`config.mk`:
```
export PLATFORM = sky130hd
export DESIGN_NAME = key256_rev
export DESIGN_NICKNAME = d
export VERILOG_FILES = /design/src/rtl/key256_rev.sv
export SDC_FILE = /design/constraint.sdc
export NUM_CORES = 2
export LEC_CHECK = 0
export BUFFER_PORTS_ARGS = -buffer_cell sky130_fd_sc_hd__buf_4
export CAP_MARGIN = 20
export CORE_UTILIZATION = 59
export CTS_BUF_LIST = sky130_fd_sc_hd__clkbuf_16
export DETAILED_ROUTE_END_ITERATION = 12
export PLACE_DENSITY = 0.87
export SLEW_MARGIN = 20
export SYNTH_ARGS = -nofsm -noshare
export SYNTH_HDL_FRONTEND = slang
export SYNTH_SLANG_ARGS = --single-unit
```
`constraint.sdc`:
```
create_clock -name mclk -period 13.15 [get_ports mclk]
set_input_delay 0.6575 -clock mclk [delete_from_list [all_inputs] [get_ports mclk]]
set_output_delay 0.6575 -clock mclk [all_outputs]
set_load 0.005 [all_outputs]
```
`src/rtl/key256_rev.sv`:
```
// ---------------------------------------------------------------------------
// key256_rev
// Round-key store and reverse sequencer for the AES-256 inverse cipher.
// A load starts the external 256-bit key expander and captures the NR+1
// forward round keys it emits, strictly in order. Once the whole set is held,
// each dec_start replays the keys from round NR down to round 0 over a
// valid/ready handshake, one key per cycle. The keys stay stored, so later
// decryptions with the same cipher key do not re-run the expansion.
//
// Ports
//   mclk, srst        clock; synchronous active-high reset
//   ck256_master      cipher key, sampled on load
//   load              request a new key expansion (pulse)
//   exp_start         one-cycle start pulse to the expander
//   exp_ck256         registered cipher key driven to the expander
//   rk_in*            round key, round index and valid strobe from expander
//   exp_busy          expander busy; a drop before the last key is an error
//   dec_start         begin one reverse key sequence
//   rk_dec*           round key, index, valid and ready toward the decryptor
//   keys_valid        a complete key set is stored
//   key_err           sticky: out-of-order capture or premature expander stop
// ---------------------------------------------------------------------------
module key256_rev #(
    parameter int NR = 14,
    parameter int KW = 128
) (
    input  logic          mclk,
    input  logic          srst,
    input  logic [0:255]  ck256_master,
    input  logic          load,
    output logic          exp_start,
    output logic [0:255]  exp_ck256,
    input  logic [0:KW-1] rk_in,
    input  logic [3:0]    rk_in_count,
    input  logic          rk_in_le,
    input  logic          exp_busy,
    input  logic          dec_start,
    output logic [0:KW-1] rk_dec,
    output logic [3:0]    rk_dec_count,
    output logic          rk_dec_vld,
    input  logic          rk_dec_rdy,
    output logic          keys_valid,
    output logic          key_err
);

    localparam logic [3:0] LAST = 4'(NR);

    typedef enum logic [2:0] {
        ST_IDLE,
        ST_START,
        ST_FILL,
        ST_READY,
        ST_READ
    } state_t;

    state_t        state;
    state_t        state_nxt;
    logic [3:0]    fill_ptr;
    logic          exp_busy_q;
    logic [0:KW-1] key_mem [0:NR];

    // Decoded events for the current cycle
    logic start_load;
    logic start_read;
    logic cap_hit;
    logic cap_bad;
    logic cap_last;
    logic busy_fall;
    logic fill_abort;
    logic rd_xfer;
    logic rd_done;

    // ------------------------------------------------------------------
    // State register
    // ------------------------------------------------------------------
    // NOTE: every clocked assignment is non-blocking so all registers see
    // the same pre-edge values regardless of statement order.
    always_ff @(posedge mclk) begin
        if (srst) state <= ST_IDLE;
        else      state <= state_nxt;
    end

    // ------------------------------------------------------------------
    // Next-state logic
    // ------------------------------------------------------------------
    // NOTE: defaulting to the current state first keeps this block free of
    // inferred latches when a branch leaves the state untouched.
    always_comb begin
        state_nxt = state;
        unique case (state)
            ST_IDLE:  if (load) state_nxt = ST_START;
            ST_START: state_nxt = ST_FILL;
            ST_FILL: begin
                if (fill_abort)    state_nxt = ST_IDLE;
                else if (cap_last) state_nxt = ST_READY;
            end
            ST_READY: begin
                if (load)           state_nxt = ST_START;
                else if (dec_start) state_nxt = ST_READ;
            end
            ST_READ:  if (rd_done) state_nxt = ST_READY;
            default:  state_nxt = ST_IDLE;
        endcase
    end

    // ------------------------------------------------------------------
    // Output / event decode
    // ------------------------------------------------------------------
    always_comb begin
        start_load = load && (state == ST_IDLE || state == ST_READY);
        start_read = (state == ST_READY) && !load && dec_start;
        cap_hit    = (state == ST_FILL) && rk_in_le && (rk_in_count == fill_ptr);
        cap_bad    = (state == ST_FILL) && rk_in_le && (rk_in_count != fill_ptr);
        cap_last   = cap_hit && (fill_ptr == LAST);
        // A busy drop on the very cycle the last key arrives is a clean finish.
        busy_fall  = (state == ST_FILL) && exp_busy_q && !exp_busy && !cap_last;
        fill_abort = cap_bad || busy_fall;
        rd_xfer    = (state == ST_READ) && rk_dec_vld && rk_dec_rdy;
        rd_done    = rd_xfer && (rk_dec_count == 4'd0);
    end

    // ------------------------------------------------------------------
    // Control and output registers
    // ------------------------------------------------------------------
    always_ff @(posedge mclk) begin
        if (srst) begin
            exp_start    <= 1'b0;
            exp_ck256    <= '0;
            rk_dec       <= '0;
            rk_dec_count <= 4'd0;
            rk_dec_vld   <= 1'b0;
            keys_valid   <= 1'b0;
            key_err      <= 1'b0;
            fill_ptr     <= 4'd0;
            exp_busy_q   <= 1'b0;
        end else begin
            exp_busy_q <= exp_busy;
            exp_start  <= start_load;

            if (start_load) begin
                exp_ck256  <= ck256_master;
                fill_ptr   <= 4'd0;
                key_err    <= 1'b0;
                keys_valid <= 1'b0;
            end

            if (cap_hit)    fill_ptr   <= fill_ptr + 4'd1;
            if (cap_last)   keys_valid <= 1'b1;
            if (fill_abort) key_err    <= 1'b1;

            if (start_read) begin
                rk_dec       <= key_mem[NR];
                rk_dec_count <= LAST;
                rk_dec_vld   <= 1'b1;
            end else if (rd_xfer) begin
                if (rk_dec_count == 4'd0) begin
                    // Final key accepted; rk_dec keeps its last value.
                    rk_dec_vld <= 1'b0;
                end else begin
                    rk_dec       <= key_mem[rk_dec_count - 4'd1];
                    rk_dec_count <= rk_dec_count - 4'd1;
                end
            end
        end
    end

    // ------------------------------------------------------------------
    // Round-key storage
    // ------------------------------------------------------------------
    // NOTE: the key store has no reset; keys_valid alone decides whether
    // its contents may be used, so clearing it would only cost logic.
    always_ff @(posedge mclk) begin
        if (cap_hit) key_mem[fill_ptr] <= rk_in;
    end

endmodule
```
==> run metrics <==
outcome=finished clean; WL/cell=between 30 and 40 µm; pwr dens=roughly 150 nW/µm²; Yosys reg bits=around 2300; Cell Area, Synth=around 87000 µm²; post-synth cell types=54; clock sink count=~2300; H-tree level count=4; GRT Total Usage=0.371; Worst Hold Class=input pin to flop; post-route ant nets=0; HPWL Detailed=between 150 and 200 mm; Leak=between 30 and 40 nW; die width=386 µm; routability cong.=0.940; Hold Violations, Final=0; Post-CTS Setup Inserts=0; Most used DFF post-synth=edfxtp_1; Max Slew Vio Count=0; # rows=140; startpoint types=flop; Syn. warnings=0; Max Cap Viol=0; Routed WL=between 200 and 300 mm; Clock Skews=approximately 0.065 ns; WHS=approximately 0.046 ns; CTS clk-pin slew, worst paths=0.07 ns; CP required=between 10 and 15 ns; IO Pins=between 700 and 800; arrival time at the worst endpoint=about 6.8 ns; area taken by flip-flops and latches=65700 µm²; Die Y=386 µm; number of global-route vias before repair=between 50000 and 60000; buffer levels on the longest clock path=3; Skew-Pair Late Insertion Delay=between 0.8 and 0.9 ns; Final #Nets=6883; Post-Synthesis Cells=just under 6000; Mapped Nets=6182; Via density=6.66; setup repair after global routing missed its margin=no; placed cell count=roughly 8000; Avg Synthesized Cell Area=between 15 and 20 µm²; largest net degree at the start of global routing=about 220; Vias=approximately 57000; Resize count post-CTS=0; Least-Margin Pin Slew=about 1.4 ns; fmax=roughly 170 MHz; endpoints failing setup=0; CTS buffer count=216; area of the multi-input gates=19700 µm²; Setup crit end kind=flop; Final Power=between 15 and 20 mW; gr ovfl total=0; initial antenna violation count=46; DR pass1 iterations=6; core area=146000 µm²; Clock Tree Root=clkbuf_16; fin crit share=0.458; crit path max fanout=approximately 160; CTS Hold Bufs=2; ys async rst share=0; drt drc=0; Worst VDD drop=between 0.1 and 0.15 mV; Die ar.=around 150000 µm²; Tmin final=between 6 and 7 ns; layout cells sized above 1=0.201; initial DRC count=between 8000 and 9000; Fin Setup TNS=0 ns; slew margin rel.=0.0949; sequential area share after synthesis=0.755; EDFF count, synth=1920; critical path class=flop to flop; buffers added on ports=roughly 790; Starting Density=0.596; TritonCTS clock tree=built; global-route wire length before repair=391 mm; total of fill cells in the finished design=8667; Area Growth Syn to Fin=16.8%; Finished Layout Cells=8628
==> cell type report <==
cell class / instances / share of cell area
antenna: 39 / 0.000960
clock buffer: 217 / 0.0534
clock inverter: 191 / 0.0156
inverter: 5 / 0.000185
multi-input combinational: 3065 / 0.194
sequential: 2320 / 0.646
tap: 1917 / 0.0236
timing repair buffer: 874 / 0.0659
==> final timing paths <==
| kind | startpoint | end | slack [ns] | cells after the start |
|---|---|---|---|---|
| setup / recovery | rk_dec_count[0] | rk_dec[75] | 7.13 | 9 |
| hold / removal | ck256_master[99] | exp_ck256[99] | 0.05 | 3 |
| setup reg to reg | rk_dec_count[0] | rk_dec[75] | 7.13 | 9 |
| hold reg to reg | exp_ck256[115] | exp_ck256[115] | 0.46 | 2 |
==> layer usage <==
layer	GRT usage	up-vias	part of all wire
li1	-	23400	-
met1	0.419	28100	0.31
met2	0.585	4871	0.47
met3	0.118	1071	0.13
met4	0.293	26	0.084
met5	0	-	0.00056
==> worst max-delay path, stage by stage, from the launching register on <==
cell and delay [ns]:
dfxtp_4 0.88, clkinv_1 0.56, ha_1 0.53, xor2_4 0.27, buf_12 0.62, buf_4 0.82
buf_4 0.88, mux4_2 0.62, o2111ai_1 0.23, nand3_1 0.11
==> power breakdown <==
group | internal [mW] | total [mW] | switching, mW
combinational | 0.319 | 0.936 | 0.617
sequential | 8.04 | 8.11 | 0.0670
clock | 3.42 | 6.19 | 2.77
total | 11.8 | 15.2 | 3.45
==> state kept, by name, summed over array words and instances, names as in the netlist <==
signal        cells
state             3
exp_ck256       256
key_err           1
rk_dec          128
exp_start         1
fill_ptr          4
key_mem        1920
keys_valid        1
rk_dec_vld        1
rk_dec_count      4
exp_busy_q        1
==> cell usage in the layout (no fill, tap or decap), types with 8 or more instances in the layout <==
master,instances
edfxtp_1,1920
nand2_1,1161
buf_4,861
dfxtp_1,399
nand3_1,388
mux2i_1,382
a21oi_1,262
a22oi_1,254
clkbuf_16,217
mux4_2,129
o2111ai_1,128
o22ai_1,127
o21ai_0,125
inv_1,62
clkinv_1,47
diode_2,39
clkinv_2,38
bufinv_16,21
nor2_1,17
nor2_4,12
buf_12,10
clkinvlp_4,8
==> Yosys cell counts, types with 2 or more instances <==
| library cell | count | area, µm² |
|---|---|---|
| edfxtp_1 | 1920 | 57700 |
| nand2_1 | 1163 | 4370 |
| dfxtp_1 | 400 | 8010 |
| nand3_1 | 388 | 1940 |
| mux2i_1 | 382 | 3820 |
| a21oi_1 | 262 | 1310 |
| a22oi_1 | 254 | 1910 |
| clkbuf_1 | 243 | 912 |
| mux4_2 | 129 | 2910 |
| o2111ai_1 | 128 | 1120 |
| o22ai_1 | 127 | 795 |
| o21ai_0 | 125 | 626 |
| buf_2 | 103 | 515 |
| nor2_1 | 29 | 109 |
| buf_1 | 26 | 97.6 |
| nor3_1 | 12 | 60.1 |
| buf_12 | 11 | 220 |
| xor2_1 | 7 | 61.3 |
| ha_1 | 6 | 75.1 |
| o21ai_1 | 6 | 30.0 |
| buf_6 | 5 | 56.3 |
| nor3b_1 | 5 | 37.5 |
| and2_1 | 4 | 25.0 |
| inv_1 | 4 | 15.0 |
| xnor2_1 | 4 | 35.0 |
| and3b_1 | 3 | 26.3 |
| buf_4 | 3 | 22.5 |
| nand2b_1 | 3 | 18.8 |
| nand3b_1 | 3 | 22.5 |
| a311oi_1 | 2 | 17.5 |
==> kinds of logic after synthesis <==
family | synth area share
muxes | 0.0775
xor gates and xnor gates | 0.00111
adders and majority gates | 0.000863
and+or+nand+nor | 0.0773
AOI/OAI and AO/OA | 0.0676
buffers and inverters | 0.0212
DFF | 0.755
==> through the flow <==
step	area, µm²	worst slack (ns)	utilization
final	102000	7.13	0.696
after global routing	102000	6.97	0.695
after CTS	102000	7.38	0.695
after detailed placement	94500	7.50	0.647
after global placement	94500	7.63	0.647
after floorplan	87000	2.09	-
(Power assumes the default switching activity.)
